## src/rtl/dvfs_pkg.sv

```systemverilog
// Shared profile encodings, request type and governor FSM states for the DVFS requester.
package dvfs_pkg;

    localparam int unsigned REQ_W = 4;

    typedef logic [REQ_W-1:0] dvfs_req_t;

    localparam dvfs_req_t PROF_LOW  = 4'd0;
    localparam dvfs_req_t PROF_SAVE = 4'd1;
    localparam dvfs_req_t PROF_BAL  = 4'd2;
    localparam dvfs_req_t PROF_PERF = 4'd3;
    localparam dvfs_req_t PROF_HIGH = 4'd4;
    localparam dvfs_req_t PROF_MAX  = 4'd4;

    typedef enum logic [1:0] {
        IDLE,
        WAIT_ACK,
        WAIT_DONE
    } gov_state_t;

    // Any out-of-range software value maps to the top profile.
    function automatic dvfs_req_t clamp_profile(input dvfs_req_t p);
        return (p > PROF_MAX) ? PROF_MAX : p;
    endfunction

endpackage

```

## src/rtl/dvfs_activity_counter.sv

```systemverilog
// Per-domain activity counting over fixed 2^WINDOW_LOG2 windows; reports the
// busiest domain's utilization % together with a window-end strobe.
module dvfs_activity_counter #(
    parameter int unsigned WINDOW_LOG2 = 10
) (
    input  logic       clk,
    input  logic       rstn,
    input  logic       en,
    input  logic       cpu_active,
    input  logic       npu_active,
    input  logic       gpu_active,
    output logic       win_end_c,
    output logic [7:0] pct_c
);

    localparam int unsigned CNT_W  = WINDOW_LOG2 + 1;
    localparam int unsigned PROD_W = WINDOW_LOG2 + 8;
    localparam int unsigned N_DOM  = 3;

    logic [WINDOW_LOG2-1:0]       win_cnt;
    logic [N_DOM-1:0][CNT_W-1:0]  dom_cnt;
    logic [N_DOM-1:0][CNT_W-1:0]  dom_next;
    logic [N_DOM-1:0]             act;
    logic [CNT_W-1:0]             max_cnt;
    logic [PROD_W-1:0]            prod;
    logic [7:0]                   pct_raw;

    assign act       = {gpu_active, npu_active, cpu_active};
    assign win_end_c = en && (win_cnt == '1);

    // Counts including this cycle's activity, so window end sees the final cycle.
    always_comb begin
        for (int i = 0; i < int'(N_DOM); i++) begin
            dom_next[i] = dom_cnt[i];
            if (act[i] && (dom_cnt[i] != '1)) begin
                dom_next[i] = dom_cnt[i] + CNT_W'(1);
            end
        end
    end

    always_comb begin
        max_cnt = dom_next[0];
        if (dom_next[1] > max_cnt) begin
            max_cnt = dom_next[1];
        end
        if (dom_next[2] > max_cnt) begin
            max_cnt = dom_next[2];
        end
        prod    = PROD_W'(max_cnt) * PROD_W'(100);
        pct_raw = 8'(prod >> WINDOW_LOG2);
        pct_c   = (pct_raw > 8'd100) ? 8'd100 : pct_raw;
    end

    // Counters are held cleared while disabled and restart at each window end.
    always_ff @(posedge clk or negedge rstn) begin
        if (!rstn) begin
            win_cnt <= '0;
            dom_cnt <= '0;
        end else if (!en) begin
            win_cnt <= '0;
            dom_cnt <= '0;
        end else if (win_cnt == '1) begin
            win_cnt <= '0;
            dom_cnt <= '0;
        end else begin
            win_cnt <= win_cnt + WINDOW_LOG2'(1);
            dom_cnt <= dom_next;
        end
    end

endmodule

```

## src/rtl/dvfs_governor.sv

```systemverilog
// Utilization-driven DVFS profile requester: streak hysteresis, thermal/force
// override priority and a single-outstanding busy handshake with ack timeout.
module dvfs_governor
    import dvfs_pkg::*;
#(
    parameter int unsigned WINDOW_LOG2  = 10,
    parameter int unsigned UP_THRESH    = 80,
    parameter int unsigned DOWN_THRESH  = 30,
    parameter int unsigned HOLD_WINDOWS = 2,
    parameter int unsigned ACK_TIMEOUT  = 8
) (
    input  logic       clk,
    input  logic       rstn,
    input  logic       en,
    input  logic       cpu_active,
    input  logic       npu_active,
    input  logic       gpu_active,
    input  logic       thermal_throttle,
    input  logic       force_valid,
    input  logic [3:0] force_profile,
    input  logic       dvfs_busy,
    output logic [3:0] dvfs_request,
    output logic       req_pending,
    output logic [7:0] util_pct,
    output logic       ack_timeout
);

    localparam int unsigned STREAK_W = $clog2(HOLD_WINDOWS + 1);
    localparam int unsigned TIMER_W  = $clog2(ACK_TIMEOUT + 1);

    gov_state_t          state_q, state_d;
    dvfs_req_t           req_q, req_d;
    logic [STREAK_W-1:0] up_q, up_d, dn_q, dn_d;
    logic                fpend_q, fpend_d;
    dvfs_req_t           fval_q, fval_d;
    logic [TIMER_W-1:0]  timer_q, timer_d;
    logic [7:0]          util_q, util_d;
    logic                ack_q, ack_d;
    logic                pending_q;

    logic                win_end_c;
    logic [7:0]          pct_c;
    logic                issue;
    dvfs_req_t           target;
    dvfs_req_t           force_tgt;

    dvfs_activity_counter #(
        .WINDOW_LOG2 (WINDOW_LOG2)
    ) u_activity (
        .clk        (clk),
        .rstn       (rstn),
        .en         (en),
        .cpu_active (cpu_active),
        .npu_active (npu_active),
        .gpu_active (gpu_active),
        .win_end_c  (win_end_c),
        .pct_c      (pct_c)
    );

    assign dvfs_request = req_q;
    assign req_pending  = pending_q;
    assign util_pct     = util_q;
    assign ack_timeout  = ack_q;

    // Next-state, streak, force latch and issue decision.
    always_comb begin
        state_d   = state_q;
        req_d     = req_q;
        up_d      = up_q;
        dn_d      = dn_q;
        fpend_d   = fpend_q;
        fval_d    = fval_q;
        timer_d   = timer_q;
        util_d    = util_q;
        ack_d     = 1'b0;
        issue     = 1'b0;
        target    = req_q;
        force_tgt = PROF_LOW;

        if (!en) begin
            up_d = '0;
            dn_d = '0;
        end else if (win_end_c) begin
            util_d = pct_c;
            if (pct_c >= 8'(UP_THRESH)) begin
                dn_d = '0;
                up_d = (up_q == STREAK_W'(HOLD_WINDOWS)) ? up_q : up_q + STREAK_W'(1);
            end else if (pct_c <= 8'(DOWN_THRESH)) begin
                up_d = '0;
                dn_d = (dn_q == STREAK_W'(HOLD_WINDOWS)) ? dn_q : dn_q + STREAK_W'(1);
            end else begin
                up_d = '0;
                dn_d = '0;
            end
        end

        // One-deep force slot; a newer pulse replaces an unserved one.
        if (force_valid) begin
            fpend_d = 1'b1;
            fval_d  = force_profile;
        end
        force_tgt = clamp_profile(fval_d);
        if (thermal_throttle && (force_tgt > PROF_SAVE)) begin
            force_tgt = PROF_SAVE;
        end

        case (state_q)
            IDLE: begin
                if (thermal_throttle && (req_q > PROF_SAVE)) begin
                    issue  = 1'b1;
                    target = PROF_SAVE;
                end else if (fpend_d) begin
                    issue   = 1'b1;
                    target  = force_tgt;
                    fpend_d = 1'b0;
                end else if (win_end_c && !thermal_throttle) begin
                    if (up_d == STREAK_W'(HOLD_WINDOWS)) begin
                        target = (req_q == PROF_MAX) ? req_q : req_q + dvfs_req_t'(1);
                    end else if (dn_d == STREAK_W'(HOLD_WINDOWS)) begin
                        target = (req_q == PROF_LOW) ? req_q : req_q - dvfs_req_t'(1);
                    end
                    issue = (target != req_q);
                end
                if (issue) begin
                    req_d   = target;
                    state_d = WAIT_ACK;
                    timer_d = '0;
                    up_d    = '0;
                    dn_d    = '0;
                end
            end
            WAIT_ACK: begin
                if (timer_q == TIMER_W'(ACK_TIMEOUT)) begin
                    state_d = IDLE;
                end else if (dvfs_busy) begin
                    state_d = WAIT_DONE;
                end else begin
                    timer_d = timer_q + TIMER_W'(1);
                    ack_d   = (timer_q == TIMER_W'(ACK_TIMEOUT - 1));
                end
            end
            WAIT_DONE: begin
                if (!dvfs_busy) begin
                    state_d = IDLE;
                end
            end
            default: begin
                state_d = IDLE;
            end
        endcase
    end

    always_ff @(posedge clk or negedge rstn) begin
        if (!rstn) begin
            state_q   <= IDLE;
            req_q     <= PROF_BAL;
            up_q      <= '0;
            dn_q      <= '0;
            fpend_q   <= 1'b0;
            fval_q    <= PROF_LOW;
            timer_q   <= '0;
            util_q    <= '0;
            ack_q     <= 1'b0;
            pending_q <= 1'b0;
        end else begin
            state_q   <= state_d;
            req_q     <= req_d;
            up_q      <= up_d;
            dn_q      <= dn_d;
            fpend_q   <= fpend_d;
            fval_q    <= fval_d;
            timer_q   <= timer_d;
            util_q    <= util_d;
            ack_q     <= ack_d;
            pending_q <= (state_d != IDLE);
        end
    end

endmodule
```

## config.mk

```make
export PLATFORM = sky130hd
export DESIGN_NAME = dvfs_governor
export DESIGN_NICKNAME = d
export VERILOG_FILES = /design/src/rtl/dvfs_pkg.sv /design/src/rtl/dvfs_activity_counter.sv /design/src/rtl/dvfs_governor.sv
export SDC_FILE = /design/constraint.sdc
export NUM_CORES = 1
export LEC_CHECK = 0
export BUFFER_PORTS_ARGS = -buffer_cell sky130_fd_sc_hd__buf_2
export CELL_PAD_IN_SITES_DETAIL_PLACEMENT = 0
export CELL_PAD_IN_SITES_GLOBAL_PLACEMENT = 1
export CORE_UTILIZATION = 41
export DETAILED_ROUTE_END_ITERATION = 8
export PLACE_DENSITY_LB_ADDON = 0.1
export SLEW_MARGIN = 15
export SYNTH_ARGS = -nofsm -noshare
export SYNTH_HDL_FRONTEND = slang
export SYNTH_HIERARCHICAL = 1
export SYNTH_SLANG_ARGS = --single-unit
export TNS_END_PERCENT = 30
```

## constraint.sdc

```tcl
create_clock -name clk -period 13.4 [get_ports clk]
set_input_delay 0.67 -clock clk [delete_from_list [all_inputs] [get_ports clk]]
set_output_delay 0.67 -clock clk [all_outputs]
set_load 0.01 [all_outputs]
```

==> metrics.md <==
| Metric | Value |
|---|---|
| Dominant synthesized flop cell | dfrtp_1 |
| PD cells | 117.5 mW/mm² |
| Largest family of logic cells by synthesized area | simple AND/OR/NAND/NOR gates |
| Max Root-Sink Buffers | 2 |
| Clock sink count | 72 |
| Status | completed |
| Synth Area in Compound Gates | 0.1503 |
| Clock buffer count from CTS | 9 |
| Worst setup EP type | flip-flop |
| CTS tree | yes |
| Fin crit share | 0.8648 |
| Vias in the first global route | 4269 |
| Setup TNS | 0 ns |
| Area leader, netlist | dfrtp_1 |
| Residual DRC | 0 |
| Hold Vio Cnt, Final | 0 |
| Max frequency | 86.29 MHz |
| Largest net degree at the start of global routing | 73 |
| Row count | 42 |
| Global-route wire length before repair | 21180 µm |
| Clk root buf | clkbuf_16 |
| Sequential fraction of the synthesis area | 0.3175 |
| Syn Inst Count | 601 |
| Worst vdd rail ir drop | 0.05717 mV |
| Worst-path clk slew | 0.06 ns |
| Syn Area/Cell | 9.447 µm² |
| Clk_lat worst skew | 0.34 ns |
| Worst Setup Start Kind | flip-flop |
| Share of Yosys cell area claimed by the top area cell type | 0.3129 |
| Global placement routability congestion | 0.8547 |
| WS Path Type | flip-flop to flip-flop |
| # port buffers | 26 |
| Share of layout cells above drive strength 1 | 0.1406 |
| Synth Register Bits | 72 |
| Pre-Repair DR Iteration Count | 4 |
| Drt via density | 5.490 |
| WP data required | 13.63 ns |
| Setup violations, final | 0 |
| Netlist cell types | 82 |
| Yosys warnings | 6 |
| DP HPWL | 9569 µm |
| Max_slew headroom | 0.3065 |
| Pleak | 3.096 nW |
| Fillers | 1323 |
| Die width | 119.7 µm |
| Cell Area, Synth | 0.005678 mm² |
| Max Slew Vio Count | 0 |
| Number of post-CTS setup repair buffers | 0 |
| Synth top area cells | dfrtp_1, ha_1, xor2_1 |
| Slowest stage delay, CP | 0.86 ns |
| Met2 WL | 5453 µm |
| Total power | 731.6 µW |
| WL met1 | 6447 µm |
| Synth Area in XOR/XNOR | 0.06897 |
| Initial antenna violation count | 0 |
| Most frequent CP cell | ha_1 |
| R2r setup slk | 1.81 ns |
| Final wirelength | 12410 µm |
| Synth Area in Simple Gates | 0.1820 |
| Routed length per instance | 15.48 µm |
| Layout area overhead | 9.674% |
| Final #Nets | 707 |
| Critical path's slowest cell | a211oi_2 |
| Async SR Flop Fraction | 1.000 |
| Worst-margin pin slew | 1.038 ns |
| EDFF count, synth | 0 |
| RSZ-0062 raised after global routing | no |
| Max-Cap Viols | 0 |
| Resize count post-CTS | 0 |
| Max Used Layer | met4 |
| I/O pins | 27 |
| N_diodes | 0 |
| Die height | 119.7 µm |
| Via count | 4403 |
| Starting density of the core | 0.4237 |
| GRT overflow | 0 |
| Die Area | 0.01432 mm² |
| Synth Area in Adders | 0.1675 |
| H-tree level count | 3 |
| Hold WC Path Type | primary input to async pin |
| Post-CTS Hold Buffers | 0 |
| Total core area | 0.01340 mm² |
| Layout Skew | 0.01174 ns |
| CP max FO | 14 |
| Critical path data arrival time | 11.82 ns |
| Multiplexer share of the synthesized area | 0.06699 |
| Met3 WL | 384 µm |
| Crit path time final | 11.59 ns |
| DR iter-0 viols | 218 |
| Antenna Violating Nets Remaining | 0 |
| Post-synth net total | 687 |
| Gr usage total | 0.1878 |
==> cells in the final DEF, fill, tap and decap left out, types with 4 or more instances in the layout <==
| cell type | count |
|---|---|
| a211oi_1 | 11 |
| a21o_1 | 6 |
| a21oi_1 | 23 |
| a31oi_1 | 4 |
| and2_1 | 9 |
| and3_1 | 12 |
| buf_2 | 25 |
| clkbuf_16 | 9 |
| dfrtp_1 | 71 |
| fa_1 | 5 |
| ha_1 | 68 |
| inv_1 | 47 |
| mux2_2 | 20 |
| mux2i_1 | 14 |
| nand2_1 | 32 |
| nand2b_1 | 7 |
| nand3_1 | 27 |
| nand4_1 | 14 |
| nor2_1 | 66 |
| nor3_1 | 5 |
| o21a_1 | 4 |
| o21ai_0 | 14 |
| o31ai_1 | 4 |
| or2_1 | 4 |
| xnor2_1 | 12 |
| xor2_1 | 29 |
==> through the flow <==
step | hold WS [ns] | cells | utilization | instance area (µm²) | setup slack, ns
after floorplan | 0.3744 | 601 | - | 5678 | 3.567
after global routing | 0.5091 | 802 | 0.4647 | 6227 | 0.8409
after detailed placement | 0.4754 | 786 | 0.4443 | 5953 | 1.841
final | 0.4489 | 802 | 0.4647 | 6227 | 1.811
after global placement | 0.4664 | 786 | 0.4443 | 5953 | 2.075
after CTS | 0.4847 | 802 | 0.4647 | 6227 | 1.807
==> final timing paths <==
path	from	end	depth (start not counted)
worst max-delay path	u_activity/dom_cnt[11]	req_pending	38
worst min-delay path	rstn	u_activity/dom_cnt[21]	1
worst max register to register	u_activity/dom_cnt[11]	req_pending	38
worst min register to register	util_pct[7]	util_pct[7]	2
max in group asynchronous	rstn	u_activity/win_cnt[3]	1
min in group clk	util_pct[7]	util_pct[7]	2
==> state kept, by name, summed over array words and instances (netlist names) <==
| signal | count |
|---|---|
| up_q | 2 |
| u_activity/win_cnt | 10 |
| dn_q | 2 |
| req_pending | 1 |
| ack_timeout | 1 |
| u_activity/dom_cnt | 33 |
| dvfs_request | 4 |
| util_pct | 8 |
| fval_q | 4 |
| fpend_q | 1 |
| state_q | 2 |
| timer_q | 4 |
==> worst max-delay path, delay by kind of cell, from the launching register on <==
family,cells,cell delay [ns]
and+or+nand+nor,13,3.03
xor gates and xnor gates,1,0.25
buffers and inverters,3,0.18
adders and majority gates,7,2.34
muxes,3,1.34
DFF,1,0.41
AOI/OAI and AO/OA,11,3.89
==> power by group <==
part           internal [mW]  leakage [nW]  total [mW]  switching, mW
clock network          0.126         0.125       0.224         0.0983
registers              0.237         0.971       0.258         0.0216
logic                  0.100          2.00       0.249          0.149
total                  0.463          3.10       0.732          0.269
==> cells in the mapped netlist, types with 3 or more instances <==
| library cell | instances |
|---|---|
| a31oi_1 | 4 |
| clkbuf_1 | 12 |
| nand4_1 | 14 |
| o31ai_1 | 4 |
| a21oi_1 | 23 |
| a211oi_1 | 11 |
| nor2b_1 | 3 |
| a211oi_2 | 3 |
| mux2_2 | 20 |
| o21a_1 | 4 |
| nand2_1 | 32 |
| and3_4 | 3 |
| ha_1 | 68 |
| or3_1 | 3 |
| and3_1 | 12 |
| or2_1 | 4 |
| xnor2_1 | 12 |
| nor3_1 | 5 |
| a311oi_1 | 3 |
| dfrtp_1 | 71 |
| nand3b_1 | 3 |
| nand2b_1 | 7 |
| xor2_1 | 29 |
| nand3_1 | 27 |
| inv_1 | 47 |
| and2_1 | 9 |
| fa_1 | 5 |
| a21o_1 | 6 |
| nor2_1 | 66 |
| o21ai_0 | 14 |
| mux2i_1 | 14 |
==> final cells by class <==
cell class,instances,area [µm²],area share
Clock buffer,10,229.0,0.03677
Clock inverter,6,45.04,0.007233
Inverter,47,176.4,0.02833
Multi-Input combinational cell,464,3613,0.5803
Sequential cell,72,1803,0.2895
Tap cell,176,220.2,0.03536
Timing Repair Buffer,27,140.1,0.02250
==> metal layers <==
metal | up-vias | GRT usage
met4 | 0 | 0.05234
met3 | 10 | 0.03945
met1 | 2138 | 0.2706
met2 | 51 | 0.2825
li1 | 2204 | -
met5 | - | 0
==> kinds of logic (layout without fill, tap and decap cells) <==
group,Yosys count,count (layout)
flip-flops,72,72
AND/OR/NAND/NOR,202,202
XOR/XNOR,43,43
adder cells (fa/ha/maj),73,73
multiplexers,35,35
buffers and inverters,65,90
other,1,1
AO/OA/AOI/OAI,110,110
Power figures use the tool's default switching activity.
